`src/rtl/load_store_unit.sv`:
```
`default_nettype none
// ============================================================================
// Module   : load_store_unit
// Purpose  : Memory-side initiator between the datapath and Data_Memory.
//            Takes one load/store request at a time over a valid/ready
//            handshake. Supports byte/half/word/double little-endian
//            accesses. Loads are sign- or zero-extended. Sub-doubleword
//            stores are done as read-modify-write of the containing
//            doubleword.
// Ports    : clk, reset (sync, active-low)
//            req_valid/req_ready handshake; req_write, req_size,
//            req_unsigned, req_addr, req_wdata request fields
//            resp_valid (1-cycle pulse), resp_err, resp_rdata
//            Mem_Addr, Write_Data, MemRead, MemWrite -> memory
//            Read_Data <- memory
// Revision : 1.0  initial release
// ============================================================================
module load_store_unit #(
  parameter int READ_LATENCY = 1,
  parameter int XLEN         = 64
) (
  input  logic            clk,
  input  logic            reset,
  input  logic            req_valid,
  output logic            req_ready,
  input  logic            req_write,
  input  logic [1:0]      req_size,
  input  logic            req_unsigned,
  input  logic [XLEN-1:0] req_addr,
  input  logic [XLEN-1:0] req_wdata,
  output logic            resp_valid,
  output logic            resp_err,
  output logic [XLEN-1:0] resp_rdata,
  output logic [XLEN-1:0] Mem_Addr,
  output logic [XLEN-1:0] Write_Data,
  output logic            MemRead,
  output logic            MemWrite,
  input  logic [XLEN-1:0] Read_Data
);

  typedef enum logic [1:0] {
    IDLE = 2'd0,
    RD   = 2'd1,
    WR   = 2'd2,
    RESP = 2'd3
  } state_t;

  // Index of the RD cycle at whose closing edge Read_Data is captured.
  localparam logic [2:0] RD_LAST = 3'(READ_LATENCY - 1);

  state_t          state_q,      state_d;
  logic [2:0]      cnt_q,        cnt_d;
  logic [1:0]      size_q,       size_d;
  logic            write_q,      write_d;
  logic            unsigned_q,   unsigned_d;
  logic            err_q,        err_d;
  logic [2:0]      off_q,        off_d;
  logic [XLEN-1:0] wdata_q,      wdata_d;
  logic [XLEN-1:0] mem_addr_q,   mem_addr_d;
  logic [XLEN-1:0] write_data_q, write_data_d;
  logic [XLEN-1:0] rdata_q,      rdata_d;

  logic            req_misaligned;
  logic [XLEN-1:0] lane_mask;
  logic [5:0]      shamt;
  logic [XLEN-1:0] merged;
  logic [XLEN-1:0] rd_shift;
  logic [XLEN-1:0] load_ext;

  // Outputs decode directly from state so they drop together on reset.
  assign req_ready  = (state_q == IDLE) && reset;
  assign MemRead    = (state_q == RD);
  assign MemWrite   = (state_q == WR);
  assign resp_valid = (state_q == RESP);
  assign resp_err   = resp_valid && err_q;
  assign resp_rdata = rdata_q;
  assign Mem_Addr   = mem_addr_q;
  assign Write_Data = write_data_q;

  always_comb begin
    case (req_size)
      2'd0:    req_misaligned = 1'b0;
      2'd1:    req_misaligned = req_addr[0];
      2'd2:    req_misaligned = |req_addr[1:0];
      default: req_misaligned = |req_addr[2:0];
    endcase
  end

  // Byte-lane datapath: merge for partial stores, extract/extend for loads.
  always_comb begin
    case (size_q)
      2'd0:    lane_mask = XLEN'(8'hFF);
      2'd1:    lane_mask = XLEN'(16'hFFFF);
      2'd2:    lane_mask = XLEN'(32'hFFFF_FFFF);
      default: lane_mask = '1;
    endcase
    shamt    = {off_q, 3'b000};
    merged   = (Read_Data & ~(lane_mask << shamt)) | ((wdata_q & lane_mask) << shamt);
    rd_shift = Read_Data >> shamt;
    case (size_q)
      2'd0:    load_ext = unsigned_q ? XLEN'(rd_shift[7:0])
                                     : {{(XLEN-8){rd_shift[7]}}, rd_shift[7:0]};
      2'd1:    load_ext = unsigned_q ? XLEN'(rd_shift[15:0])
                                     : {{(XLEN-16){rd_shift[15]}}, rd_shift[15:0]};
      2'd2:    load_ext = unsigned_q ? XLEN'(rd_shift[31:0])
                                     : {{(XLEN-32){rd_shift[31]}}, rd_shift[31:0]};
      default: load_ext = rd_shift;
    endcase
  end

  always_comb begin
    state_d      = state_q;
    cnt_d        = cnt_q;
    size_d       = size_q;
    write_d      = write_q;
    unsigned_d   = unsigned_q;
    err_d        = err_q;
    off_d        = off_q;
    wdata_d      = wdata_q;
    mem_addr_d   = mem_addr_q;
    write_data_d = write_data_q;
    // resp_rdata is only non-zero during the RESP cycle.
    rdata_d      = '0;

    case (state_q)
      IDLE: begin
        if (req_valid && req_ready) begin
          size_d     = req_size;
          write_d    = req_write;
          unsigned_d = req_unsigned;
          off_d      = req_addr[2:0];
          wdata_d    = req_wdata;
          mem_addr_d = {req_addr[XLEN-1:3], 3'b000};
          err_d      = req_misaligned;
          cnt_d      = '0;
          if (req_misaligned) begin
            state_d = RESP;
          end else if (req_write && (req_size == 2'd3)) begin
            write_data_d = req_wdata;
            state_d      = WR;
          end else begin
            state_d = RD;
          end
        end
      end
      RD: begin
        if (cnt_q == RD_LAST) begin
          if (write_q) begin
            write_data_d = merged;
            state_d      = WR;
          end else begin
            rdata_d = load_ext;
            state_d = RESP;
          end
        end else begin
          cnt_d = cnt_q + 3'd1;
        end
      end
      WR: begin
        state_d = RESP;
      end
      RESP: begin
        err_d   = 1'b0;
        state_d = IDLE;
      end
      default: begin
        state_d = IDLE;
      end
    endcase
  end

  always_ff @(posedge clk) begin
    if (!reset) begin
      state_q      <= IDLE;
      cnt_q        <= '0;
      size_q       <= '0;
      write_q      <= 1'b0;
      unsigned_q   <= 1'b0;
      err_q        <= 1'b0;
      off_q        <= '0;
      wdata_q      <= '0;
      mem_addr_q   <= '0;
      write_data_q <= '0;
      rdata_q      <= '0;
    end else begin
      state_q      <= state_d;
      cnt_q        <= cnt_d;
      size_q       <= size_d;
      write_q      <= write_d;
      unsigned_q   <= unsigned_d;
      err_q        <= err_d;
      off_q        <= off_d;
      wdata_q      <= wdata_d;
      mem_addr_q   <= mem_addr_d;
      write_data_q <= write_data_d;
      rdata_q      <= rdata_d;
    end
  end

endmodule
`default_nettype wire
```
`config.mk`:
```
export PLATFORM = sky130hd
export DESIGN_NAME = load_store_unit
export DESIGN_NICKNAME = d
export VERILOG_FILES = /design/src/rtl/load_store_unit.sv
export SDC_FILE = /design/constraint.sdc
export NUM_CORES = 1
export LEC_CHECK = 0
export CAP_MARGIN = 0
export CORE_MARGIN = 3
export CORE_UTILIZATION = 48
export DETAILED_ROUTE_END_ITERATION = 10
export PLACE_DENSITY = 0.87
export RECOVER_POWER = 50
export SKIP_LAST_GASP = 1
export SYNTH_ARGS = -nofsm -noshare
export SYNTH_HDL_FRONTEND = slang
export SYNTH_SLANG_ARGS = --single-unit
```
`constraint.sdc`:
```
create_clock -name clk -period 2.5 [get_ports clk]
set_input_delay 0.5 -clock clk [delete_from_list [all_inputs] [get_ports clk]]
set_output_delay 0.5 -clock clk [all_outputs]
set_load 0.005 [all_outputs]
```
## After elaboration in Yosys (flattened, before gate mapping)

Index checks and enable logic that the tools add are counted.

- Add/subtract/negate cells: 1
- Eq/ne operators: 14
- Shift operators: 3
- Multiplexer cells: 23
- Bitwise operators: 7
- Reductions and logical operators: 18

Operator list:

| cell | number |
|---|---|
| $mux W64 | 8 |
| $pmux W64 S3 | 2 |
| $and A64 B64 Y64 | 2 |
| $pmux W64 S2 | 1 |
| $shl A64 B6 Y64 | 2 |
| $not A64 Y64 | 1 |
| $or A64 B64 Y64 | 1 |
| $shr A64 B6 Y64 | 1 |
| $eq A2 B2 Y1 const B | 5 |
| $mux W2 | 4 |
| $ne A2 B1 Y1 const B | 4 |
| $pmux W2 S4 | 1 |
| $eq A2 B1 Y1 const B | 3 |
| $logic_not A2 Y1 | 3 |
| $mux W3 | 2 |
| $pmux W3 S2 | 1 |
| $reduce_and A2 Y1 | 3 |
| $reduce_and A6 Y1 | 1 |
| $logic_and A1 B1 Y1 | 4 |
| $ne A2 B2 Y1 const B | 2 |
| $reduce_bool A2 Y1 | 2 |
| $reduce_or A4 Y1 | 1 |
| $add A3 B1 Y3 const B | 1 |
| $logic_not A3 Y1 | 1 |
| 7 further kinds | 10 |

- Flip-flop bits (word level): 266
- Input bits: 199
- Word-level logic and storage cells: 77

## Longest topological paths before layout

- Word-level depth: 9
- Gate-level depth with buffers: 10
- Depth with buffers taken out: 7

## Worst setup path before layout

OpenSTA, ideal clock, no wires.

- Kind: reg2reg
- Start point: reg state_q[1]
- End point: reg write_data_q[44] (netlist: Write_Data[44])
- Setup time: 0.117 ns
- Arrival: 1.968 ns
- Slack: 0.415 ns
- Cell stages (with the launch flop): 11
- Path buffers: 3
- Cell sequence: dfxtp_1 inv_1 ha_1 buf_2 nor2b_1 nand2b_1 o211ai_1 buf_2 buf_2 nor2_1 a32o_1

- Elaborated cells between the ends (all ways): 12
- Those cells by class: eq/ne: 6; mux: 1; reduce/logical: 5

RTL lines:

| what | RTL line | source |
|---|---|---|
| from (decl) | 51 | `state_t state_q, state_d;` |
| from (signal assigned) | 186 | `state_q <= state_d;` |
| $eq A2 B1 Y1 (*) | -- |  |
| named net MemRead | 36 | `output logic MemRead,` |
| $ne A2 B1 Y1 (no source line) / $reduce_bool A2 Y1 (equally long branches) | -- |  |
| $reduce_and A6 Y1 (no source line) | -- |  |
| to (signal assigned) | 195 | `write_data_q <= write_data_d;` |
| to (decl) | 60 | `logic [XLEN-1:0] write_data_q, write_data_d;` |

The timed path passes the listed nets; every way through them passes the cells marked *.
A chain may end at the register's enable or synchronous reset.

## Worst setup path in the final report

- Start point: reg state_q[0]
- End point: out req_ready

- Cells in the longest elaborated chain, start to end: 2

Ends and longest elaborated chain:

| what | RTL line | source |
|---|---|---|
| $logic_not A2 Y1 | 71 | `assign req_ready = (state_q == IDLE) && reset;` |
| $logic_and A1 B1 Y1 | 71 |  |
| to (decl) | 25 | `output logic req_ready,` |

Every way passes these cells.

==> metrics.md <==
| Metric | Value |
|---|---|
| Endpoint class of the critical path | primary output |
| Nets | 2,279 |
| Post-synthesis sequential area ratio | 38.7% |
| Area of combinational cells with multiple inputs | between 7000 and 8000 µm² |
| Type of the tightest min-delay check | flop to flop |
| DIE HEIGHT | 175 µm |
| Initial Util | 49.2% |
| Clock Latency Late Sink | 560 ps |
| Global-route usage over all layers | 36.4% |
| Pin count of the biggest net entering global routing | 113 |
| Buffer depth of the longest clock path | 3 |
| Max-slew violation count | 0 |
| Library cell occupying the most area in the post-synthesis netlist | dfxtp_1 |
| Cell Count, Final, Fillers Out | 2,474 |
| Worst clock skew | 15.3 ps |
| Run status | finished with violations |
| Most frequent cells in the layout | nand2_1 (433), clkdlybuf4s50_1 (298), dfxtp_1 (263) |
| Worst endpoint data arrival time | 2010 ps |
| Min Hold Slack | 452 ps |
| DRC | 1 |
| Post-detailed-placement half-perimeter wirelength | 44,300 µm |
| Required time at the worst-slack endpoint | 2000 ps |
| Post-route design area | 19,200 µm² |
| Final hold violation count | 0 |
| Maximum resistive drop on vdd | around 0.00057 V |
| Final worst path period need | 2510 ps |
| Critical Path Source Type | flop |
| Register-to-Register Setup Slack | 150 ps |
| Clock sink count | 266 |
| Cell area reported after detailed placement | ~18,000 µm² |
| Number of global-route vias before repair | 14.8k |
| Via count | 15.1k |
| Antenna violations before repair | 3 |
| Hold_buf cts | 0 |
| Distinct cells, synth | 68 |
| DIE AREA | 30,800 µm² |
| Mean instance size in the synthesized netlist | 8.04 µm² |
| Detailed Routing Iterations Pass 1 | 10 |
| Routed len/inst | 23.8 µm |
| Count of port buffers added during placement | 392 |
| Post-placement cell count | 2,418 |
| Most common cell after layout, fill and taps aside | nand2_1 |
| Fmax | 0.399 GHz |
| Number of buffers created by CTS | 29 |
| Worst Max-Slew Pin Slew | between 700 and 800 ps |
| Total power per unit cell area | 807 nW/µm² |
| Sum of negative setup slack | -7.95 ps |
| Finish-stage setup viols | 1 |
| Commonest register cell after synthesis | dfxtp_1 |
| Area taken by flip-flops and latches | about 5300 µm² |
| Core outline area | 28,000 µm² |
| Clock slew seen by the registers of the worst setup and hold paths | around 60 ps |
| Number of ports placed on the die boundary | 396 |
| Peak fanout along the critical path | 8 |
| Filler cell count in the final layout | 2,250 |
| Buffer type at the clock tree root | clkbuf_16 |
| Count of flip-flops with a built-in enable after synthesis | 0 |
| Share of the synthesized area in the top cell type | 38.7% |
| Leakage | between 7 and 8 nW |
| Unrepaired setup endpoints after global routing | true |
| Via-per-instance ratio | 6.10 |
| Worst setup path category | flop to primary output |
| Total power consumption of the routed design | between 15 and 20 mW |
| Max capacitance violation total | 0 |
| Normalized max-slew margin | 50.0% |
| DR iter-0 viols | 2,140 |
| Period utilization | 100% |
| Clock tree from TritonCTS | built |
| Aggregate global routing overflow | 0 |
| DRT Wirelength | 58,800 µm |
| Proportion of register bits with asynchronous set or reset after synthesis | 0% |
| Die width | 175 µm |
| Fraction of final layout cells sized beyond drive strength 1 | ~12% |
| Cell count after synthesis | 1,712 |
| Number of routed nets with antenna violations | 0 |
| Area Overhead vs Synth | 39.8% |
| Number of synthesized register bits | approximately 270 |
| Count of H-tree levels built during CTS | 1 |
| Global-route wire length before repair | 87,300 µm |
| Synthesis warning total | 0 |
| Post-synth design cell area | 13,800 µm² |
| Largest cells by area after synthesis | dfxtp_1 (39%), nand2_1 (12%), nand3_1 (5.8%), mux2i_1 (4.6%), mux2_2 (4.4%) |
| Routability-driven placement congestion ratio | 0.997 |
| Placement row count | 61 |
| Smallest setup slack after layout | -7.95 ps |
| Failing checks | design-rule violations, negative setup slack |
final cells by class:
type                    count  share of cell area, %
repair buffers            488                   24.9
well taps                 378                   2.46
flip-flops and latches    266                   27.7
diodes                      3                 0.0390
inverters                  15                  0.293
clock buffers              42                   4.34
multi-input cells        1273                   39.9
clock inverters             9                  0.397
critical path, cell delays in order, from the launching register on:
cell,delay (ps)
dfxtp_1,360
inv_1,140
ha_2,310
and2_1,150
clkdlybuf4s50_1,490
cells by family (layout without fill, tap and decap cells):
| kind of cell | count (synthesis) | in the layout | synth area share, % |
|---|---|---|---|
| simple gates | 753 | 753 | 24.5 |
| other cells | 1 | 6 | 0.0272 |
| flops | 266 | 266 | 38.7 |
| buf+inv | 175 | 554 | 5.89 |
| fa+ha+maj | 7 | 7 | 0.636 |
| compound gates | 375 | 375 | 18.5 |
| mux | 133 | 133 | 11.6 |
| xor+xnor | 2 | 2 | 0.127 |
per-layer routing:
metal  track usage (%)  vias to the layer above  share of wire (%)
met4              19.5                        0                6.1
met1              42.4                     7065                 36
met2              62.2                     1038                 48
met5                 0                        -                  0
li1                  -                     6784                  -
met3              8.19                      195                 11
stage by stage:
stage | utilization (%) | worst slack [ps]
floorplan | - | 415
global placement | 65.5 | -2.00
detailed placement | 65.5 | -57.2
CTS | 68.8 | -19.7
global route | 68.7 | -64.1
finish | 68.7 | -7.95
timing repair:
item / in CTS / in global routing
pin swaps: 0 / 1
setup endpoints to repair: 2 / 55
buffers inserted: 1 / 1
gates resized for setup: 1 / 2
final timing paths:
| path | startpoint | to | cells after the start |
|---|---|---|---|
| hold reg to reg | Write_Data[3] | Write_Data[3] | 2 |
| hold / removal | Write_Data[3] | Write_Data[3] | 2 |
| setup reg to reg | off_q[1] | Write_Data[59] | 7 |
| setup / recovery | state_q[0] | req_ready | 4 |
sequential cells by signal, indices dropped and copies added (netlist names), 2 cells and up:
signal	flops
state_q	2
wdata_q	64
off_q	3
Mem_Addr	61
Write_Data	64
cnt_q	3
resp_rdata	64
size_q	2
Yosys cell counts (all sizes together) (5+ instances only):
master / n
a211oi: 9
a21oi: 106
a221o: 8
a22oi: 18
a2bb2oi: 7
a311oi: 14
a32o: 31
a32oi: 8
and2: 5
and3: 17
buf: 75
clkbuf: 85
dfxtp: 266
ha: 7
inv: 15
mux2: 54
mux2i: 63
mux4: 16
nand2: 433
nand2b: 7
nand3: 160
nand4b: 7
nor2: 40
nor2b: 18
nor3: 20
o2111a: 7
o211ai: 19
o21ai: 91
o21bai: 9
o221ai: 17
o2bb2ai: 9
or2: 23
or3: 15
where the power goes:
part / internal, mW / switching, mW
sequential: 4.89 / 0.588
combinational: 2.61 / 3.26
clock: 2.40 / 1.79
(Power assumes the default switching activity.)
